File: src/rtl/slp_train_ctrl.sv
// Sequencer and weight store for a single-layer perceptron: serial MAC inference plus serial weight update.
// Build option: define SLP_CTRL_SAT_EN to saturate updated weights; otherwise they wrap to W_PREC bits.
module slp_train_ctrl #(
   parameter  int IN     = 8,
   parameter  int I_PREC = 8,
   parameter  int W_PREC = 16,
   parameter  int R_PREC = 4,
   parameter  int P_PREC = 8,
   localparam int WEIGHT = IN + 1,
   localparam int IDX_W  = $clog2(WEIGHT)
) (
   input  logic                     clk,
   input  logic                     reset_,
   input  logic                     in_valid,
   output logic                     in_ready,
   input  logic [IN*I_PREC-1:0]     in_data,
   input  logic signed [P_PREC-1:0] label,
   input  logic                     train_en,
   input  logic [R_PREC-1:0]        rate,
   output logic                     res_valid,
   input  logic                     res_ready,
   output logic signed [P_PREC-1:0] infer,
   output logic                     miss,
   input  logic                     w_wr_en,
   input  logic [IDX_W-1:0]         w_wr_idx,
   input  logic signed [W_PREC-1:0] w_wr_data,
   input  logic [IDX_W-1:0]         w_rd_idx,
   output logic signed [W_PREC-1:0] w_rd_data,
   output logic [15:0]              err_cnt,
   input  logic                     err_clr
);
   localparam int ACC_W = I_PREC + W_PREC + IDX_W + 1;
   localparam int UPD_W = W_PREC + R_PREC + P_PREC + I_PREC + 3;
   localparam logic [IDX_W-1:0] LAST_IDX = IDX_W'(IN);
`ifdef SLP_CTRL_SAT_EN
   localparam logic signed [UPD_W-1:0] W_MAX = UPD_W'((64'sd1 <<< (W_PREC - 1)) - 64'sd1);
   localparam logic signed [UPD_W-1:0] W_MIN = ~W_MAX;
`endif

   typedef enum logic [2:0] {S_IDLE, S_MAC, S_ACT, S_UPD, S_RESP} state_t;

   state_t                    r_state, w_state_nxt;
   logic [IDX_W-1:0]          r_idx;
   logic [IN*I_PREC-1:0]      r_x;
   logic signed [P_PREC-1:0]  r_label;
   logic [R_PREC-1:0]         r_rate;
   logic                      r_train;
   logic signed [ACC_W-1:0]   r_acc;
   logic signed [P_PREC:0]    r_err;
   logic signed [P_PREC-1:0]  r_infer;
   logic                      r_miss;
   logic [15:0]               r_err_cnt;
   logic signed [W_PREC-1:0]  r_w [WEIGHT];

   logic signed [I_PREC-1:0]  w_xv [WEIGHT];
   logic signed [I_PREC-1:0]  w_x_cur;
   logic signed [W_PREC-1:0]  w_w_cur;
   logic signed [ACC_W-1:0]   w_mac_sum;
   logic signed [UPD_W-1:0]   w_upd_sum;
   logic signed [P_PREC-1:0]  w_act_infer;
   logic signed [P_PREC:0]    w_act_err;
   logic                      w_act_miss;
   logic                      w_accept;
   logic                      w_wr_ok;
   logic [IDX_W-1:0]          w_idx_nxt;

   function automatic logic signed [W_PREC-1:0] fit_w(input logic signed [UPD_W-1:0] v);
`ifdef SLP_CTRL_SAT_EN
      if (v > W_MAX)
         return W_PREC'(W_MAX);
      else if (v < W_MIN)
         return W_PREC'(W_MIN);
      else
         return W_PREC'(v);
`else
      return W_PREC'(v);
`endif
   endfunction

   // x[IN] is the constant bias input
   always_comb begin
      for (int i = 0; i < IN; i++)
         w_xv[i] = r_x[i*I_PREC +: I_PREC];
      w_xv[IN] = I_PREC'(1);
   end

   assign w_x_cur     = w_xv[r_idx];
   assign w_w_cur     = r_w[r_idx];
   assign w_mac_sum   = r_acc + ACC_W'(w_w_cur) * ACC_W'(w_x_cur);
   assign w_upd_sum   = UPD_W'(w_w_cur)
                      + UPD_W'($signed({1'b0, r_rate})) * UPD_W'(r_err) * UPD_W'(w_x_cur);
   assign w_act_infer = r_acc[ACC_W-1] ? {P_PREC{1'b1}} : P_PREC'(1);
   assign w_act_err   = (P_PREC+1)'(r_label) - (P_PREC+1)'(w_act_infer);
   assign w_act_miss  = (w_act_err != '0);
   assign w_idx_nxt   = (r_idx == LAST_IDX) ? '0 : r_idx + 1'b1;

   // Preload owns the cycle, so a sample cannot be accepted alongside it
   assign in_ready  = reset_ && (r_state == S_IDLE) && !w_wr_en;
   assign w_accept  = in_valid && in_ready;
   assign w_wr_ok   = (r_state == S_IDLE) && w_wr_en && (w_wr_idx <= LAST_IDX);
   assign res_valid = (r_state == S_RESP);
   assign infer     = r_infer;
   assign miss      = r_miss;
   assign err_cnt   = r_err_cnt;
   assign w_rd_data = (w_rd_idx <= LAST_IDX) ? r_w[w_rd_idx] : '0;

   always_ff @(posedge clk or negedge reset_) begin
      if (!reset_)
         r_state <= S_IDLE;
      else
         r_state <= w_state_nxt;
   end

   always_comb begin
      w_state_nxt = r_state;
      case (r_state)
         S_IDLE:  if (w_accept) w_state_nxt = S_MAC;
         S_MAC:   if (r_idx == LAST_IDX) w_state_nxt = S_ACT;
         S_ACT:   w_state_nxt = (r_train && w_act_miss) ? S_UPD : S_RESP;
         S_UPD:   if (r_idx == LAST_IDX) w_state_nxt = S_RESP;
         S_RESP:  if (res_ready) w_state_nxt = S_IDLE;
         default: w_state_nxt = S_IDLE;
      endcase
   end

   always_ff @(posedge clk or negedge reset_) begin
      if (!reset_) begin
         r_idx   <= '0;
         r_x     <= '0;
         r_label <= '0;
         r_rate  <= '0;
         r_train <= 1'b0;
         r_acc   <= '0;
         r_err   <= '0;
         r_infer <= '0;
         r_miss  <= 1'b0;
      end else begin
         case (r_state)
            S_IDLE: begin
               if (w_accept) begin
                  r_x     <= in_data;
                  r_label <= label;
                  r_rate  <= rate;
                  r_train <= train_en;
                  r_acc   <= '0;
                  r_idx   <= '0;
               end
            end
            S_MAC: begin
               r_acc <= w_mac_sum;
               r_idx <= w_idx_nxt;
            end
            S_ACT: begin
               r_infer <= w_act_infer;
               r_err   <= w_act_err;
               r_miss  <= w_act_miss;
               r_idx   <= '0;
            end
            S_UPD:   r_idx <= w_idx_nxt;
            default: ;
         endcase
      end
   end

   always_ff @(posedge clk or negedge reset_) begin
      if (!reset_) begin
         for (int i = 0; i < WEIGHT; i++)
            r_w[i] <= '0;
      end else if (w_wr_ok) begin
         r_w[w_wr_idx] <= w_wr_data;
      end else if (r_state == S_UPD) begin
         r_w[r_idx] <= fit_w(w_upd_sum);
      end
   end

   // A clear in the same cycle as a counted miss leaves the counter at zero
   always_ff @(posedge clk or negedge reset_) begin
      if (!reset_)
         r_err_cnt <= '0;
      else if (err_clr)
         r_err_cnt <= '0;
      else if ((r_state == S_ACT) && w_act_miss && (r_err_cnt != 16'hFFFF))
         r_err_cnt <= r_err_cnt + 16'd1;
   end

endmodule

File: config.mk
export PLATFORM = sky130hd
export DESIGN_NAME = slp_train_ctrl
export DESIGN_NICKNAME = d
export VERILOG_FILES = /design/src/rtl/slp_train_ctrl.sv
export SDC_FILE = /design/constraint.sdc
export NUM_CORES = 1
export LEC_CHECK = 0
export CORE_AREA = 2 2 255 257
export DETAILED_ROUTE_END_ITERATION = 12
export DIE_AREA = 0 0 257 259
export HOLD_SLACK_MARGIN = 0.05
export PLACE_DENSITY = 0.66
export SETUP_SLACK_MARGIN = 0.4
export SLEW_MARGIN = 5
export SYNTH_ARGS = -nofsm -noshare
export SYNTH_HDL_FRONTEND = slang
export SYNTH_SLANG_ARGS = --single-unit
File: constraint.sdc
create_clock -name clk -period 19.2 [get_ports clk]
set_input_delay 4.8 -clock clk [delete_from_list [all_inputs] [get_ports clk]]
set_output_delay 4.8 -clock clk [all_outputs]
set_load 0.05 [all_outputs]
After elaboration in Yosys (flattened, before gate mapping) --
Cells that the tools add are included.
Word-level totals: register bits after elaboration 291, memories 0, RAM bits 0, bits in latches 0, input bits 107, memory bits (read-only) 0
Cells by class: magnitude comparators 7, mux-type cells 32, add/subtract/negate cells 5, divide/modulo/power cells 0, bitwise operators 3, shift-type cells 0, multiply operators 3, eq/ne operators 10, reductions and logical operators 22
Operator list (number):
- $bwmux 144 | 2
- $mux 144 | 2
- $mux 16 | 9
- $bmux 16 s4 | 2
- $demux 16 s4 | 2
- $pmux 29 s2 | 1
- $bmux 8 s4 | 1
- $add 29x24->29 | 1
- $mux 29 | 1
- $mul 16x8->24 | 1
- $mux 8 | 3
- $add 16x1->16 const B | 1
- $add 16x16->16 | 1
- $mul 14x8->16 | 1
- $ne 16x16->1 const B | 1
- $ge 5x5->1 const B | 3
- $mux 3 | 5
- $not 4->5 | 3
- $pmux 3 s5 | 1
- $mul 5x9->14 | 1
- $pmux 4 s3 | 1
- $logic_and 1x1->1 | 10
- $lt 5x1->1 const B | 2
- $reduce_bool 9->1 | 1
- 17 further kinds | 26

Longest topological paths before layout --
Gate-level depths: netlist of run 1.
depth in word-level cells 9, gate-level depth with buffers 34

Least setup slack after synthesis of run 1 --
Ideal clock, no wire load.
path kind input-to-output, start point input port w_rd_idx[0], end point output port w_rd_data[10], required time 14.400 ns, path slack 7.324 ns, data arrival time 7.076 ns, stages on the path 5, path through clkbuf_1 > buf_1 > mux4_2 > mux2i_1 > o21ai_0
On the way: longest elaborated chain between the ends 5
Ends and longest elaborated chain:
- start: declaration | RTL line 27 | input logic [IDX_W-1:0] w_rd_idx,
- $not 4->5 (implied by the code) | RTL line 105 | assign w_rd_data = (w_rd_idx <= LAST_IDX) ? r_w[w_rd_idx] : '0;
- $bmux 16 s4 | RTL line 105
- $mux 16 (implied by the code) (2 in series) | RTL line 105
- $mux 16 * | RTL line 105
- end: declaration | RTL line 28 | output logic signed [W_PREC-1:0] w_rd_data,
Every way passes the cells marked *; elsewhere a longest branch is shown, timed or not. The select of a mux whose other input is x is not followed.

Worst setup path in the final report of run 1 --
start point input port w_rd_idx[3], end point output port w_rd_data[9]
Same word-level chain as after synthesis.

==> run metrics, run 1 <==
post-route minimum period=12450 ps; reg-to-reg slack, setup=10090 ps; hpwl dp=53300 microns; RSZ-0062 raised after global routing=false; Final Setup Violations=0; layout cell share with drive strength beyond 1=9.91%; total number of H-tree levels=1; EDFF count, synth=0; via count of the routed design=19864; Worst Clk Skew=11.4 ps; quantity of hold-fixing buffers added after cts=0; Final #Nets=3158; Rows=93; register clock-pin slew on the reported worst setup and hold paths=70 ps; detailed-route wire length per cell=20.8 microns; post-detailed-route via-to-cell ratio=5.60; clock insertion delay at the later pin of the skew report=590 ps; share of the synthesized area in compound gates (AO/OA/AOI/OAI)=12.2%; Worst path slowest cell=clkdlybuf4s50_1; WP buf/inv=3; number of DRC violations after detailed routing=0; commonest cells after routing, fill and taps aside=inv_1 (322), nand2_1 (315), dfrtp_1 (282); combinational family with the most area after synthesis=adder cells; count of warnings emitted by yosys=0; share of synthesized registers carrying an async set or reset=100%; vias in the first global route=20961; Total Die Area=0.0666 sq mm; most used cell along the critical path=clkdlybuf4s50_1; Top delay family on crit path=buffers and inverters; pin count of the biggest net entering global routing=77; synthesized net count=3091; arithmetic-cell share of the synthesized area counting full adders, half adders and majority gates=26.1%; CP endpoint kind=output port; worst-path fanout max=17; worst setup slack after placement=6870 ps; required time worst endpoint=14400 ps; post-synthesis share of cell area spent on xor and xnor gates=2.98%; area share of and/or/nand/nor cells after synthesis=11.9%; total congestion overflow after global routing=0; count of clock tree sinks=285; most common cell after layout, fill and taps aside=inv_1; number of hold-slack violations in the final timing report=0; overall die height=259 microns; count of cells resized by post-cts repair=0; global-route wire length before repair=118000 microns; antenna violations before repair=1; post-route antenna net violation count=0; initial standard-cell utilization of the core=39.6%; startpoint class of the critical path=input port; TritonCTS clock tree=built; slew of the pin with the lowest slew margin=1280 ps; Synth Register Bits=285; utilization of the core after routing=44.9%; ordered list of cells on the worst path=clkdlybuf4s50_1 > nor4b_2 > buf_4 > nand2_1 > o21ai_0 > clkdlybuf4s50_1; most instantiated flip-flop cell in the synthesis netlist=dfrtp_1; length of the first detailed-routing pass in iterations=6; post-synthesis instance area=0.0253 sq mm; arrival time reported for the critical path endpoint=7650 ps; number of DRC violations after detailed-routing iteration 0=1891; CTS Buf Count=31; clock root buffer master=clkbuf_16; Port Buffer Count=149; max incr delay on CP=1030 ps; share of the clock period used by the worst path=64.9%; Synth cell types=68; GPL Wtd Cong=0.882; number of buffers added for setup after CTS=0; max-cap violations=0; sequential fraction of the synthesis area=28.2%; IO Pins=150; cell count after synthesis=2602; Overall Global Routing Usage=22.4%; kind of critical path=in2out; overall routed net length=73700 microns; Worst slew margin=14.5%; Post-Synthesis Mean Instance Area=9.71 sq um; buffer levels on the longest clock path=3; worst setup margin=6750 ps; Max Slew Vio Count=0; standard cell core area=0.0639 sq mm; worst min-delay path category=reg2reg; area added between synthesis and finish=13.6%; multiplexer area fraction after synthesis=11.3%; horizontal die dimension=257 microns; Highest Clock Rate=0.0803 GHz; result of the run=finished, final reports clean; Total Neg Setup Slack=0 ps
area by class of cell:
cell class	count	area [sq um]
inverters	322	1210
diodes	1	2.50
fillers	5989	35200
repair buffers	188	1780
clock buffers	42	887
well taps	855	1070
multi-input cells	1841	16400
flip-flops and latches	285	7140
clock inverters	16	245
tightest hold or removal path: cells and delay by family (launching register included):
kind | cells | cell delay (ps)
flip-flops | 1 | 340
AND/OR/NAND/NOR | 1 | 50
AO/OA/AOI/OAI | 1 | 60
metrics by stage:
stage               cell area [sq um]  hold WS (ps)  std cells
detailed placement              27600           462       3491
finish                          28700           482       3550
floorplan                       25300           449       2602
global route                    28700           509       3550
global placement                27600           455       3491
CTS                             28700           481       3549
path summary, 6_finish.rpt:
check,startpoint,endpoint,depth (start not counted)
worst max-delay path,w_rd_idx[3],w_rd_data[9],6
worst min-delay path,r_acc[23],r_acc[23],2
worst max register to register,r_rate[3],r_w[143],30
worst min register to register,r_acc[23],r_acc[23],2
max in group asynchronous,reset_,r_w[103],3
min in group asynchronous,reset_,r_x[26],1
synth_stat cells, types with 3 or more instances:
master / number / share of area (%)
nor2b_1: 13 / 0.32
nand4_1: 8 / 0.20
nand2b_1: 22 / 0.54
buf_4: 12 / 0.36
a221o_1: 30 / 1.2
a21o_1: 24 / 0.71
a21oi_1: 86 / 1.7
dfrtp_1: 285 / 28
o21ai_0: 173 / 3.4
inv_1: 322 / 4.8
o31ai_1: 3 / 0.089
nor2_1: 195 / 2.9
mux2_2: 91 / 4.1
o22ai_1: 13 / 0.32
a22oi_1: 103 / 3.1
and2_0: 6 / 0.15
o211ai_1: 3 / 0.089
clkbuf_1: 115 / 1.7
ha_1: 139 / 6.9
or2_2: 4 / 0.099
xor2_1: 32 / 1.1
a221oi_1: 3 / 0.10
buf_2: 3 / 0.059
a31oi_1: 5 / 0.12
mux4_2: 51 / 4.5
fa_1: 243 / 19
buf_1: 23 / 0.34
and4_1: 3 / 0.10
or3_1: 7 / 0.17
nand2_1: 316 / 4.7
nand3_1: 32 / 0.63
mux2i_1: 66 / 2.6
o21a_1: 4 / 0.12
a211oi_1: 5 / 0.15
xnor2_1: 43 / 1.5
xnor3_1: 3 / 0.27
a311oi_1: 3 / 0.10
nand4b_1: 3 / 0.10
o21bai_1: 7 / 0.21
and3_1: 6 / 0.15
nor3_1: 14 / 0.28
nor3b_1: 5 / 0.15
and2_1: 46 / 1.1
layer usage:
metal / track usage (%) / part of all wire [%] / up-vias
met4: 8.14 / 3.4 / 0
met2: 36.5 / 47 / 918
met5: 0 / 0 / -
met1: 29.4 / 40 / 9980
li1: - / - / 8817
met3: 4.67 / 9.4 / 149
sequential cells by signal, summed over array words and instances, names as in the netlist:
signal and flops:
r_idx 4, r_w 144, r_acc 29, infer 2, miss 1, r_rate 4, r_x 64, r_train 1
r_label 8, r_state 3, r_err 9, err_cnt 16
logic make-up after synthesis:
kind of cell    Yosys count
simple gates            687
fa+ha+maj               382
buf+inv                 476
flops                   285
compound gates          484
mux                     209
xor+xnor                 79
Power of run 1 is left out: the tool's default activity adds up to more than one toggle a clock period on the data nets, which glitch-free logic cannot reach.
==> run 2: changes to the inputs <==
--- a/config.mk
+++ b/config.mk
@@ -9,7 +9,7 @@
 export DETAILED_ROUTE_END_ITERATION = 12
 export DIE_AREA = 0 0 257 259
 export HOLD_SLACK_MARGIN = 0.05
-export PLACE_DENSITY = 0.66
+export PLACE_DENSITY = 0.68
 export SETUP_SLACK_MARGIN = 0.4
 export SLEW_MARGIN = 5
 export SYNTH_ARGS = -nofsm -noshare
==> constraint.sdc (replaced) <==
create_clock -name clk -period 10 [get_ports clk]
set_input_delay 2.5 -clock clk [delete_from_list [all_inputs] [get_ports clk]]
set_output_delay 2.5 -clock clk [all_outputs]
set_load 0.05 [all_outputs]
==> run 2 against run 1 <==
Flip-flop and latch count stayed put. Critical path depth is 24 higher. Global-route usage down 0.23 points. Count of clock-buffer cells in the layout is 1 higher. Final area fell by 0.20%.
==> run metrics, run 2 (synthesis results as in run 1) <==
clock root buffer master=clkbuf_16; worst hold path startpoint=infer[0]; startpoint of the worst register-to-register path=r_rate[3]; Total Die Area=0.0666 sq mm (unchanged); post-route antenna net violation count=0 (unchanged); slew of the pin with the lowest slew margin=1210 ps (-65.7 ps); capture point of the worst reg-to-reg path=r_w[143]; max-cap violations=0 (unchanged); number of DRC violations after detailed-routing iteration 0=1758 (-7.0%); overall die height=259 microns (unchanged); number of flip-flops under the largest register name=144 (unchanged); arrival time reported for the critical path endpoint=9160 ps (+1510 ps); buffer levels on the longest clock path=3 (unchanged); number of hold-slack violations in the final timing report=0 (unchanged); quantity of hold-fixing buffers added after cts=0 (unchanged); global-route wire length before repair=116000 microns (-1.6%); WHS Endpoint=infer[0]; post-detailed-route via-to-cell ratio=5.54 (-1.0%); register clock-pin slew on the reported worst setup and hold paths=60 ps (about the same); total congestion overflow after global routing=0 (unchanged); initial standard-cell utilization of the core=39.6% (unchanged); length of the first detailed-routing pass in iterations=6 (unchanged); number of buffers added for setup after CTS=0 (unchanged); horizontal die dimension=257 microns (unchanged); most common cell after layout, fill and taps aside=inv_1; detailed-route wire length per cell=20.5 microns (-1.1%); Fillers=6056 (+1.1%); worst-path fanout max=10 (-7); IO Pins=150 (unchanged); via count of the routed design=19692 (-0.87%); Highest Clock Rate=0.115 GHz; Final Setup Violations=0 (unchanged); GPL Wtd Cong=0.897 (+1.7%); reg-to-reg slack, setup=1300 ps (-8790 ps); overall routed net length=73000 microns (-0.99%); TritonCTS clock tree=built; max incr delay on CP=550 ps (-480 ps); number of instances on the worst hold path=1 (-1); number of DRC violations after detailed routing=0 (unchanged); count of clock tree sinks=285 (unchanged); area added between synthesis and finish=13.3%; total number of H-tree levels=1 (unchanged); Port Buffer Count=149 (unchanged); RSZ-0062 raised after global routing=false; register with the highest flop count=r_w; required time worst endpoint=10470 ps (-3930 ps); kind of critical path=reg2reg; Rows=93 (unchanged); clock insertion delay at the later pin of the skew report=590 ps (about the same); count of cells resized by post-cts repair=0 (unchanged); share of the clock period used by the worst path=87.0%; post-route minimum period=8700 ps; startpoint class of the critical path=flop; hpwl dp=53100 microns (-0.26%); result of the run=finished, final reports clean; Worst path slowest cell=fa_1; pin count of the biggest net entering global routing=77 (unchanged); CTS Buf Count=31 (unchanged); standard cell core area=0.0639 sq mm (unchanged); largest registers=r_w x144, r_x x64, r_acc x29; layout cell share with drive strength beyond 1=10.1% (+0.20 points); commonest cells after routing, fill and taps aside=inv_1 (322), nand2_1 (315), dfrtp_1 (282); CP endpoint kind=flop; antenna violations before repair=0 (-1); most used cell along the critical path=fa_1; Worst Clk Skew=24.6 ps (+13.2 ps); Antenna Diode Count=0 (-1); Overall Global Routing Usage=22.1% (-0.23 points); worst min-delay path category=reg2reg; Worst slew margin=18.9% (+4.4 points); Final #Nets=3167 (+0.28%); Max Slew Vio Count=0 (unchanged); vias in the first global route=20273 (-3.3%); Worst R2R Path Depth=30 (unchanged); Total Neg Setup Slack=0 ps (unchanged)
## run 2: worst max-delay path by stage
stage,start,endpoint,cells past startpoint
after floorplan,r_rate[3],r_w[143],30
after global placement,r_rate[3],r_w[143],30
after detailed placement,r_rate[2],r_w[143],30
after CTS,r_rate[3],r_w[143],30
after global routing,r_rate[3],r_w[143],30
final,r_rate[3],r_w[143],30
## run 2: critical path, delay by kind of cell, from the launching register on
| family | cells | cell delay, ps |
|---|---|---|
| buffers and inverters | 4 | 190 |
| AO/OA/AOI/OAI | 5 | 1290 |
| flip-flops | 1 | 460 |
| AND/OR/NAND/NOR | 3 | 740 |
| XOR/XNOR | 9 | 2090 |
| adder cells (fa/ha/maj) | 9 | 3790 |
## run 2: through the flow
| stage | area, sq um | cells | hold WS (ps) | util, % | setup slack [ps] |
|---|---|---|---|---|---|
| 6_report | 28600 | 3555 | 474 | 44.8 | 1300 |
| 5_1_grt | 28600 | 3555 | 493 | 44.8 | 764 |
| 4_1_cts | 28600 | 3555 | 478 | 44.8 | 1320 |
| 3_5_place_dp | 27600 | 3500 | 452 | 43.3 | 1370 |
| 3_3_place_gp | 27600 | 3500 | 457 | 43.3 | 1480 |
| 2_1_floorplan | 25300 | 2602 | 449 | - | 1990 |
## run 2: area by class of cell
| cell class | instances | area (sq um) | area share [%] |
|---|---|---|---|
| Multi-Input combinational cell | 1841 | 16400 | 57.1 |
| Clock buffer | 43 | 901 | 3.15 |
| Timing Repair Buffer | 197 | 1860 | 6.51 |
| Inverter | 322 | 1210 | 4.22 |
| Tap cell | 855 | 1070 | 3.73 |
| Clock inverter | 12 | 100 | 0.349 |
| Sequential cell | 285 | 7140 | 24.9 |
## run 2: layer usage
metal	track usage (%)	routed length, microns
met2	35.1	33200
met5	0	0
met4	6.91	2290
met1	30.4	30900
met3	4.73	6630
Power of run 2 is left out for the same reason.
